--- src/rtl/wb_inst_feeder.sv ---
// wb_inst_feeder: Wishbone slave on the Amber 128-bit port.
//   Instruction side: 32-bit words pushed by the driver (inst_valid/inst_data/inst_ready)
//     are buffered and returned to core reads as one lane of a 128-bit line, NOP-filled.
//   Core bus: o_wb_* in from the core, i_wb_dat/i_wb_ack/i_wb_err back; registered
//     one-cycle ack, at most one transfer every two cycles.
//   Write side: core write cycles are captured into a FIFO presented on
//     wr_valid/wr_ready/wr_adr/wr_dat/wr_sel for the result monitor.
//   Status: fetch_adr (last acked read address), inst_count, nop_count (wrapping).
module wb_inst_feeder #(
   parameter int unsigned IDEPTH         = 8,
   parameter int unsigned WDEPTH         = 4,
   parameter logic [31:0] NOP_WORD       = 32'hF0801003,
   parameter bit          STALL_ON_EMPTY = 1'b0
) (
   input  logic         clk,
   input  logic         reset,
   // instruction driver
   input  logic         inst_valid,
   input  logic [31:0]  inst_data,
   output logic         inst_ready,
   // core wishbone master
   input  logic [31:0]  o_wb_adr,
   input  logic [15:0]  o_wb_sel,
   input  logic         o_wb_we,
   input  logic [127:0] o_wb_dat,
   input  logic         o_wb_cyc,
   input  logic         o_wb_stb,
   output logic [127:0] i_wb_dat,
   output logic         i_wb_ack,
   output logic         i_wb_err,
   // write-capture monitor port
   output logic         wr_valid,
   input  logic         wr_ready,
   output logic [31:0]  wr_adr,
   output logic [127:0] wr_dat,
   output logic [15:0]  wr_sel,
   // status
   output logic [31:0]  fetch_adr,
   output logic [15:0]  inst_count,
   output logic [15:0]  nop_count
);

   localparam int unsigned IAW    = $clog2(IDEPTH);
   localparam int unsigned IPW    = IAW + 1;
   localparam int unsigned WAW    = $clog2(WDEPTH);
   localparam int unsigned WPW    = WAW + 1;
   localparam int unsigned WENT_W = 32 + 128 + 16;

   typedef enum logic {
      IDLE = 1'b0,
      ACK  = 1'b1
   } state_e;

   // ------------------------------------------------------------------
   // Instruction FIFO (pointers carry one extra wrap bit)
   // ------------------------------------------------------------------
   logic [31:0]    imem_q [IDEPTH];
   logic [IPW-1:0] iwr_q, ird_q;
   logic           ifull, iempty, ipush, ipop;
   logic [31:0]    ihead;

   assign ifull      = (iwr_q[IAW] != ird_q[IAW]) && (iwr_q[IAW-1:0] == ird_q[IAW-1:0]);
   assign iempty     = (iwr_q == ird_q);
   assign ipush      = inst_valid & ~ifull;
   assign ihead      = imem_q[ird_q[IAW-1:0]];
   assign inst_ready = ~ifull;

   // Instruction FIFO pointers
   always_ff @(posedge clk) begin
      if (reset) begin
         iwr_q <= '0;
         ird_q <= '0;
      end else begin
         if (ipush) iwr_q <= iwr_q + IPW'(1);
         if (ipop)  ird_q <= ird_q + IPW'(1);
      end
   end

   // Instruction FIFO storage
   always_ff @(posedge clk) begin
      if (ipush) imem_q[iwr_q[IAW-1:0]] <= inst_data;
   end

   // ------------------------------------------------------------------
   // Write-capture FIFO, entry layout {adr, dat, sel}
   // ------------------------------------------------------------------
   logic [WENT_W-1:0] wmem_q [WDEPTH];
   logic [WPW-1:0]    wwr_q, wrd_q;
   logic              wfull, wempty, wpush, wpop;
   logic [WENT_W-1:0] whead;

   assign wfull    = (wwr_q[WAW] != wrd_q[WAW]) && (wwr_q[WAW-1:0] == wrd_q[WAW-1:0]);
   assign wempty   = (wwr_q == wrd_q);
   assign wpop     = ~wempty & wr_ready;
   assign whead    = wmem_q[wrd_q[WAW-1:0]];
   assign wr_valid = ~wempty;
   assign wr_adr   = whead[WENT_W-1 -: 32];
   assign wr_dat   = whead[143:16];
   assign wr_sel   = whead[15:0];

   // Capture FIFO pointers
   always_ff @(posedge clk) begin
      if (reset) begin
         wwr_q <= '0;
         wrd_q <= '0;
      end else begin
         if (wpush) wwr_q <= wwr_q + WPW'(1);
         if (wpop)  wrd_q <= wrd_q + WPW'(1);
      end
   end

   // Capture FIFO storage
   always_ff @(posedge clk) begin
      if (wpush) wmem_q[wwr_q[WAW-1:0]] <= {o_wb_adr, o_wb_dat, o_wb_sel};
   end

   // ------------------------------------------------------------------
   // Bus FSM
   // ------------------------------------------------------------------
   state_e         state_q, state_d;
   logic           ack_q, ack_d;
   logic           err_q, err_d;
   logic [127:0]   dat_q, dat_d;
   logic [31:0]    fetch_q, fetch_d;
   logic [15:0]    icnt_q, icnt_d;
   logic [15:0]    ncnt_q, ncnt_d;
   logic [127:0]   read_line;
   logic           req;

   assign req = o_wb_cyc & o_wb_stb;

   // Fetched word goes into the lane selected by adr[3:2]; other lanes carry NOPs
   always_comb begin
      read_line = '0;
      for (int l = 0; l < 4; l++) begin
         read_line[32*l +: 32] = (o_wb_adr[3:2] == 2'(l)) ? ihead : NOP_WORD;
      end
   end

   // Next-state and transfer decisions
   always_comb begin
      state_d = state_q;
      ack_d   = 1'b0;
      err_d   = 1'b0;
      dat_d   = dat_q;
      fetch_d = fetch_q;
      icnt_d  = icnt_q;
      ncnt_d  = ncnt_q;
      ipop    = 1'b0;
      wpush   = 1'b0;

      case (state_q)
         IDLE: begin
            if (req) begin
               if (o_wb_sel == 16'h0) begin
                  err_d   = 1'b1;
                  state_d = ACK;
               end else if (o_wb_we) begin
                  // full FIFO still accepts when the head leaves this same cycle
                  if (!wfull || wpop) begin
                     wpush   = 1'b1;
                     ack_d   = 1'b1;
                     state_d = ACK;
                  end
               end else if (!iempty) begin
                  ipop    = 1'b1;
                  dat_d   = read_line;
                  fetch_d = o_wb_adr;
                  icnt_d  = icnt_q + 16'd1;
                  ack_d   = 1'b1;
                  state_d = ACK;
               end else if (!STALL_ON_EMPTY) begin
                  dat_d   = {4{NOP_WORD}};
                  fetch_d = o_wb_adr;
                  ncnt_d  = ncnt_q + 16'd1;
                  ack_d   = 1'b1;
                  state_d = ACK;
               end
            end
         end
         ACK: begin
            state_d = IDLE;
         end
         default: begin
            state_d = IDLE;
         end
      endcase
   end

   // FSM and output registers
   always_ff @(posedge clk) begin
      if (reset) begin
         state_q <= IDLE;
         ack_q   <= 1'b0;
         err_q   <= 1'b0;
         dat_q   <= '0;
         fetch_q <= '0;
         icnt_q  <= '0;
         ncnt_q  <= '0;
      end else begin
         state_q <= state_d;
         ack_q   <= ack_d;
         err_q   <= err_d;
         dat_q   <= dat_d;
         fetch_q <= fetch_d;
         icnt_q  <= icnt_d;
         ncnt_q  <= ncnt_d;
      end
   end

   assign i_wb_dat   = dat_q;
   assign i_wb_ack   = ack_q;
   assign i_wb_err   = err_q;
   assign fetch_adr  = fetch_q;
   assign inst_count = icnt_q;
   assign nop_count  = ncnt_q;

endmodule
--- config.mk ---
export PLATFORM = sky130hd
export DESIGN_NAME = wb_inst_feeder
export DESIGN_NICKNAME = d
export VERILOG_FILES = /design/src/rtl/wb_inst_feeder.sv
export SDC_FILE = /design/constraint.sdc
export NUM_CORES = 1
export LEC_CHECK = 0
export BUFFER_PORTS_ARGS = -buffer_cell sky130_fd_sc_hd__clkbuf_2
export CELL_PAD_IN_SITES_DETAIL_PLACEMENT = 0
export CELL_PAD_IN_SITES_GLOBAL_PLACEMENT = 1
export CORE_UTILIZATION = 35
export CTS_CLUSTER_DIAMETER = 50
export DETAILED_ROUTE_END_ITERATION = 8
export PLACE_DENSITY = 0.66
export SKIP_LAST_GASP = 1
export SYNTH_ARGS = -nofsm -noshare
export SYNTH_HDL_FRONTEND = slang
export SYNTH_SLANG_ARGS = --single-unit
--- constraint.sdc ---
create_clock -name clk -period 31.7 [get_ports clk]
set_input_delay 7.925 -clock clk [delete_from_list [all_inputs] [get_ports clk]]
set_output_delay 7.925 -clock clk [all_outputs]
set_load 0.005 [all_outputs]
After elaboration in Yosys (flattened, before gate mapping). Memory sizes are Yosys's and may differ from the RTL's. A register that Yosys moved wholly into a read port is not among the register bits. Index checks and enable logic that the tools add are counted.

Shifts and indexed selects: 0. Order comparisons: 0. Equal/unequal tests: 9. Reductions and logical operators: 11. Div/mod/pow operators: 0. Bitwise operators: 10. Multiply operators: 0. Mux-type cells: 28. $add $sub $neg: 6.

Operators by type and width (count): 128-bit 2-to-1 mux (1); 32-bit 2-to-1 mux (4); 16-bit by 1-bit adder with 16-bit output (second input constant) (2); 1-bit 2-to-1 mux (18); 16-bit zero test (1); 5-bit AND reduction (2); 4-bit by 1-bit adder with 4-bit output (second input constant) (2); 1-bit NOT (7); 3-bit by 1-bit adder with 3-bit output (second input constant) (2); 3-bit == test (2); 3-bit 2-to-1 mux (2); 2-bit == test (second input constant) (2); 4-bit == test (1); 2-bit 2-to-1 mux (2); 4-bit AND reduction (1); 4-bit OR reduction (1); 1-bit AND (3); 3-bit OR reduction (1); 2-bit by 1-bit == test with 1-bit output (second input constant) (1); 2-bit == test (1); 1-bit logical AND (2); 2-bit zero test (1); 1-bit != test (2); 1-bit one-hot mux with 2 select lines (1); 2 further kinds (2).

Output and inout port bits: 372. Bits in registers: 209. Memory bits (read-only): 0. Logic and storage cells: 77. Latch bits: 0. Bits in writable memories: 960. Memories: 2.

Memory list: wmem_q (words 4, width 176, read ports 1, clocked after memory_dff 1, write ports 1, RTL line 87) `logic [WENT_W-1:0] wmem_q [WDEPTH];`; imem_q (words 8, width 32, read ports 1, clocked after memory_dff 1, write ports 1, RTL line 57) `logic [31:0] imem_q [IDEPTH];`.

Depth between registers and ports, before layout.
Depth after elaboration: 11. Gate-level depth with buffers: 7.

Worst setup path before layout. No wires, ideal clock.

Kind: input to register. Start: input port o_wb_sel[13]. End: register wwr_q[2]. Data required time: 31.557 ns. Arrival time: 27.323 ns. Slack: 4.233 ns. Stages on the path: 5. Library setup time: 0.143 ns. Buffers on the path: 1. Cells stage by stage: nor4_1 and4_1 buf_4 nor4_1 mux2_2.

Word-level cells in the longest chain between the ends: 4.

RTL lines: start: declaration (RTL line 23) `input logic [15:0] o_wb_sel,`; 16-bit zero test (RTL line 155) `if (o_wb_sel == 16'h0) begin`; 1-bit 2-to-1 mux (RTL line 155); 1-bit 2-to-1 mux (RTL line 154) `if (req) begin`; 1-bit 2-to-1 mux (RTL line 152) `case (state_q)`; end signal: assignment (RTL line 107) `if (wpush) wwr_q <= wwr_q + WPW'(1);`; end: declaration (RTL line 88) `logic [WPW-1:0] wwr_q, wrd_q;`.

No other way between the ends. A chain may end at the register's enable or synchronous reset.

==> impl_metrics.csv <==
group,metric,value,unit
run_status,status,"finished clean",
timing,fin_skew,0.0389,ns
detailed_routing,highest_layer,"met5",
timing,timing.final.max_slew_violations,0,
die,io_pins,587,
logic_synthesis,synth-async-reset-ratio,0,
setup_path,worstPathRequired,23.78,ns
timing,final.min_clock_period,12.07,ns
setup_path,crit_type,"reg2out",
setup_path,worst_setup_path_end_kind,"output port",
final_layout,syn2layout_area_growth,22.1,%
die,row_count,128,
logic_synthesis,syn_nets,2389,
logic_synthesis,syn_avg_cell_area,20.0,um2
final_layout,fin_area,52900,um2
timing,hold_viol_final,0,
timing,min_period_over_period,0.381,
global_routing,grt_max_degree,133,
final_layout,fillers,10700,
hold_path,min-delay-path-class,"reg2reg",
logic_synthesis,ys_warn_count,0,
timing,rsz0062_at_grt,"false",
placed_design,dpl-instance-area,48100,um2
clocking,cts-buffers-inserted,139,
setup_path,rr_worst_depth,6,
global_routing,overflow,0,
clocking,htreeDepth,4,
placed_design,port-buffer-count,586,
clocking,cts_root_buffer,"clkbuf_16",
placed_design,dp_hpwl,70.3,mm
detailed_routing,wl,111,mm
logic_synthesis,yosysMostFrequentCell,"edfxtp_1",
die,die_h,354,um
detailed_routing,wl_met1,44.9,mm
detailed_routing,final_antenna_net_count,0,
clocking,cts_resized,0,
die,core,122000,um2
clocking,cts_hold_buf,0,
detailed_routing,routedWlPerCell,24.5,um
detailed_routing,first_pass_iters,6,
global_routing,antenna_found_initial,16,
job,max_cap_viol_count,0,
timing,tns,0,ns
timing,finalSetupViolCount,0,
timing,hold_ws,0.461,ns
die,dieArea,125000,um2
logic_synthesis,synth_area,43300,um2
logic_synthesis,synth-main-ff-cell,"edfxtp_1",
power,peakVddDrop,0.0523,mV
logic_synthesis,seq_area_frac_synth,0.764,
setup_path,worstPathArrival,4.15,ns
placed_design,routabilityCongestion,0.806,
timing,max_slew_margin,0.283,
logic_synthesis,synth_top_area_cell,"edfxtp_1",
timing,tightest_slew,1.08,ns
setup_path,reg2reg_from,"wwr_q[1]",
logic_synthesis,synth.area.top_cells,"edfxtp_1 67%, mux4_2 12%, dfxtp_1 9.9%",
die,start_util,0.354,
detailed_routing,wl_met2,54.6,mm
logic_synthesis,synth_commonest_cells,"960 x edfxtp_1, 240 x mux4_2, 214 x dfxtp_1, 96 x o2bb2ai_1, 71 x a21oi_1",
global_routing,grt_pass1_wl,162,mm
timing,fmax,0.0828,GHz
detailed_routing,wl_met3,9.31,mm
setup_path,crit_fanout,62,
detailed_routing,drt_iter0_markers,1466,
final_layout,regArea,33100,um2
hold_path,min_to,"i_wb_dat[46]",
final_layout,multiInputGateArea,9690,um2
hold_path,hold_start,"i_wb_dat[46]",
setup_path,rrSetupSlack,27.66,ns
die,die_w,354,um
logic_synthesis,synth_seq_cells,1174,
clocking,clock_path_buffers,3,
global_routing,grt_pass1_vias,24000,
setup_path,r2r_end,"wmem_q[1][72]",
clocking,clock_sinks,1174,
clocking,clkSlewWorstSetupHoldPaths,0.05,ns
detailed_routing,drc,0,
logic_synthesis,synthCells,2165,
clocking,clk_latency,0.78,ns
power,leakage,0.0178,uW
hold_path,hold_path_depth,1,
detailed_routing,drt-vias-per-instance,5.15,
logic_synthesis,synth_top_area_share,0.665,
logic_synthesis,synth-edff-count,960,
global_routing,grt.total_usage,0.175,
clocking,cts_setup_buffers,0,
final_layout,nets,3009,
clocking,tritoncts,"yes",
setup_path,worst_setup_path_start_kind,"register",
detailed_routing,vias,23300,
power,powerDensity,66.5,nW/um2
final_layout,final_layout_size_suffix_gt1_frac,0.395,
logic_synthesis,synth_cell_types,50,
-- sequential cells by signal, summed over array words and instances (netlist names), 3 cells and up, named ones only --
name,count
wwr_q,3
iwr_q,4
i_wb_dat,128
ird_q,4
imem_q,256
wmem_q,704
wrd_q,3
nop_count,16
fetch_adr,32
inst_count,16
-- power by group --
group | leakage [uW] | internal [uW] | switching, uW | total (uW)
sequential | 0.0104 | 1690 | 12.8 | 1700
clock | 0.00231 | 964 | 652 | 1620
combinational | 0.00507 | 84.9 | 114 | 199
-- final cells by class --
type                    count  share of cell area
well taps                1625              0.0384
flip-flops and latches   1174               0.626
diodes                      8            0.000378
multi-input cells         841               0.183
clock buffers             181              0.0718
inverters                   3            0.000213
clock inverters            73              0.0186
repair buffers            626              0.0617
-- cell usage in the layout, fill, tap and decap left out, types with 8 or more instances in the layout --
| master | Yosys | layout |
|---|---|---|
| a21oi_1 | 71 | 71 |
| buf_4 | 4 | 38 |
| bufinv_16 | 0 | 12 |
| clkbuf_1 | 70 | 30 |
| clkbuf_16 | 0 | 143 |
| clkbuf_2 | 0 | 585 |
| clkbuf_8 | 0 | 8 |
| clkinv_2 | 0 | 16 |
| dfxtp_1 | 214 | 209 |
| diode_2 | 0 | 8 |
| edfxtp_1 | 960 | 960 |
| ha_1 | 9 | 9 |
| inv_6 | 0 | 10 |
| mux2_1 | 10 | 10 |
| mux2_2 | 29 | 29 |
| mux2i_1 | 27 | 27 |
| mux4_2 | 240 | 240 |
| nand3_1 | 43 | 43 |
| nand4_1 | 26 | 26 |
| nor2_1 | 41 | 40 |
| nor2b_1 | 30 | 30 |
| nor3_1 | 37 | 35 |
| nor4_1 | 65 | 63 |
| o21ai_0 | 33 | 33 |
| o2bb2ai_1 | 96 | 96 |
| xor2_1 | 8 | 8 |
-- kinds of logic (layout without fill, tap and decap cells) --
| kind of cell | count (synthesis) | in the layout | share of synthesized area |
|---|---|---|---|
| muxes | 306 | 306 | 0.141 |
| AOI/OAI and AO/OA | 217 | 217 | 0.0351 |
| adders and majority gates | 9 | 9 | 0.00260 |
| buffers and inverters | 150 | 883 | 0.0149 |
| and+or+nand+nor | 295 | 295 | 0.0392 |
| xor gates and xnor gates | 14 | 14 | 0.00318 |
| DFF | 1174 | 1174 | 0.764 |
| other | 0 | 8 | 0 |
-- routing by layer --
metal  GRT usage  vias up
met1       0.220    12100
met4      0.0504       20
met2       0.289      787
met3      0.0561      162
li1            -    10200
met5           0        -
-- critical path, stage by stage, from the launching register on --
cell      delay, ns
dfxtp_4        0.91
buf_4          0.87
buf_4          0.83
mux4_2         0.45
clkbuf_2       0.14
-- worst max path at each step --
stage	startpoint	end
global route	register	wr_dat[52]
global placement	o_wb_sel[11]	wmem_q[1][129]
detailed placement	o_wb_sel[13]	wmem_q[1][125]
finish	register	wr_dat[52]
floorplan	o_wb_sel[13]	wwr_q[2]
CTS	register	wr_dat[52]
-- metrics by stage --
| step | util | setup WS [ns] | std cells | total power, uW |
|---|---|---|---|---|
| floorplan | - | 4.23 | 2165 | 1840 |
| global placement | 0.393 | 20.07 | 4269 | 1930 |
| finish | 0.433 | 19.63 | 4531 | 3520 |
| global route | 0.432 | 19.43 | 4526 | 3630 |
| CTS | 0.432 | 19.49 | 4523 | 3560 |
| detailed placement | 0.393 | 19.93 | 4269 | 1940 |
(Power assumes the default switching activity.)
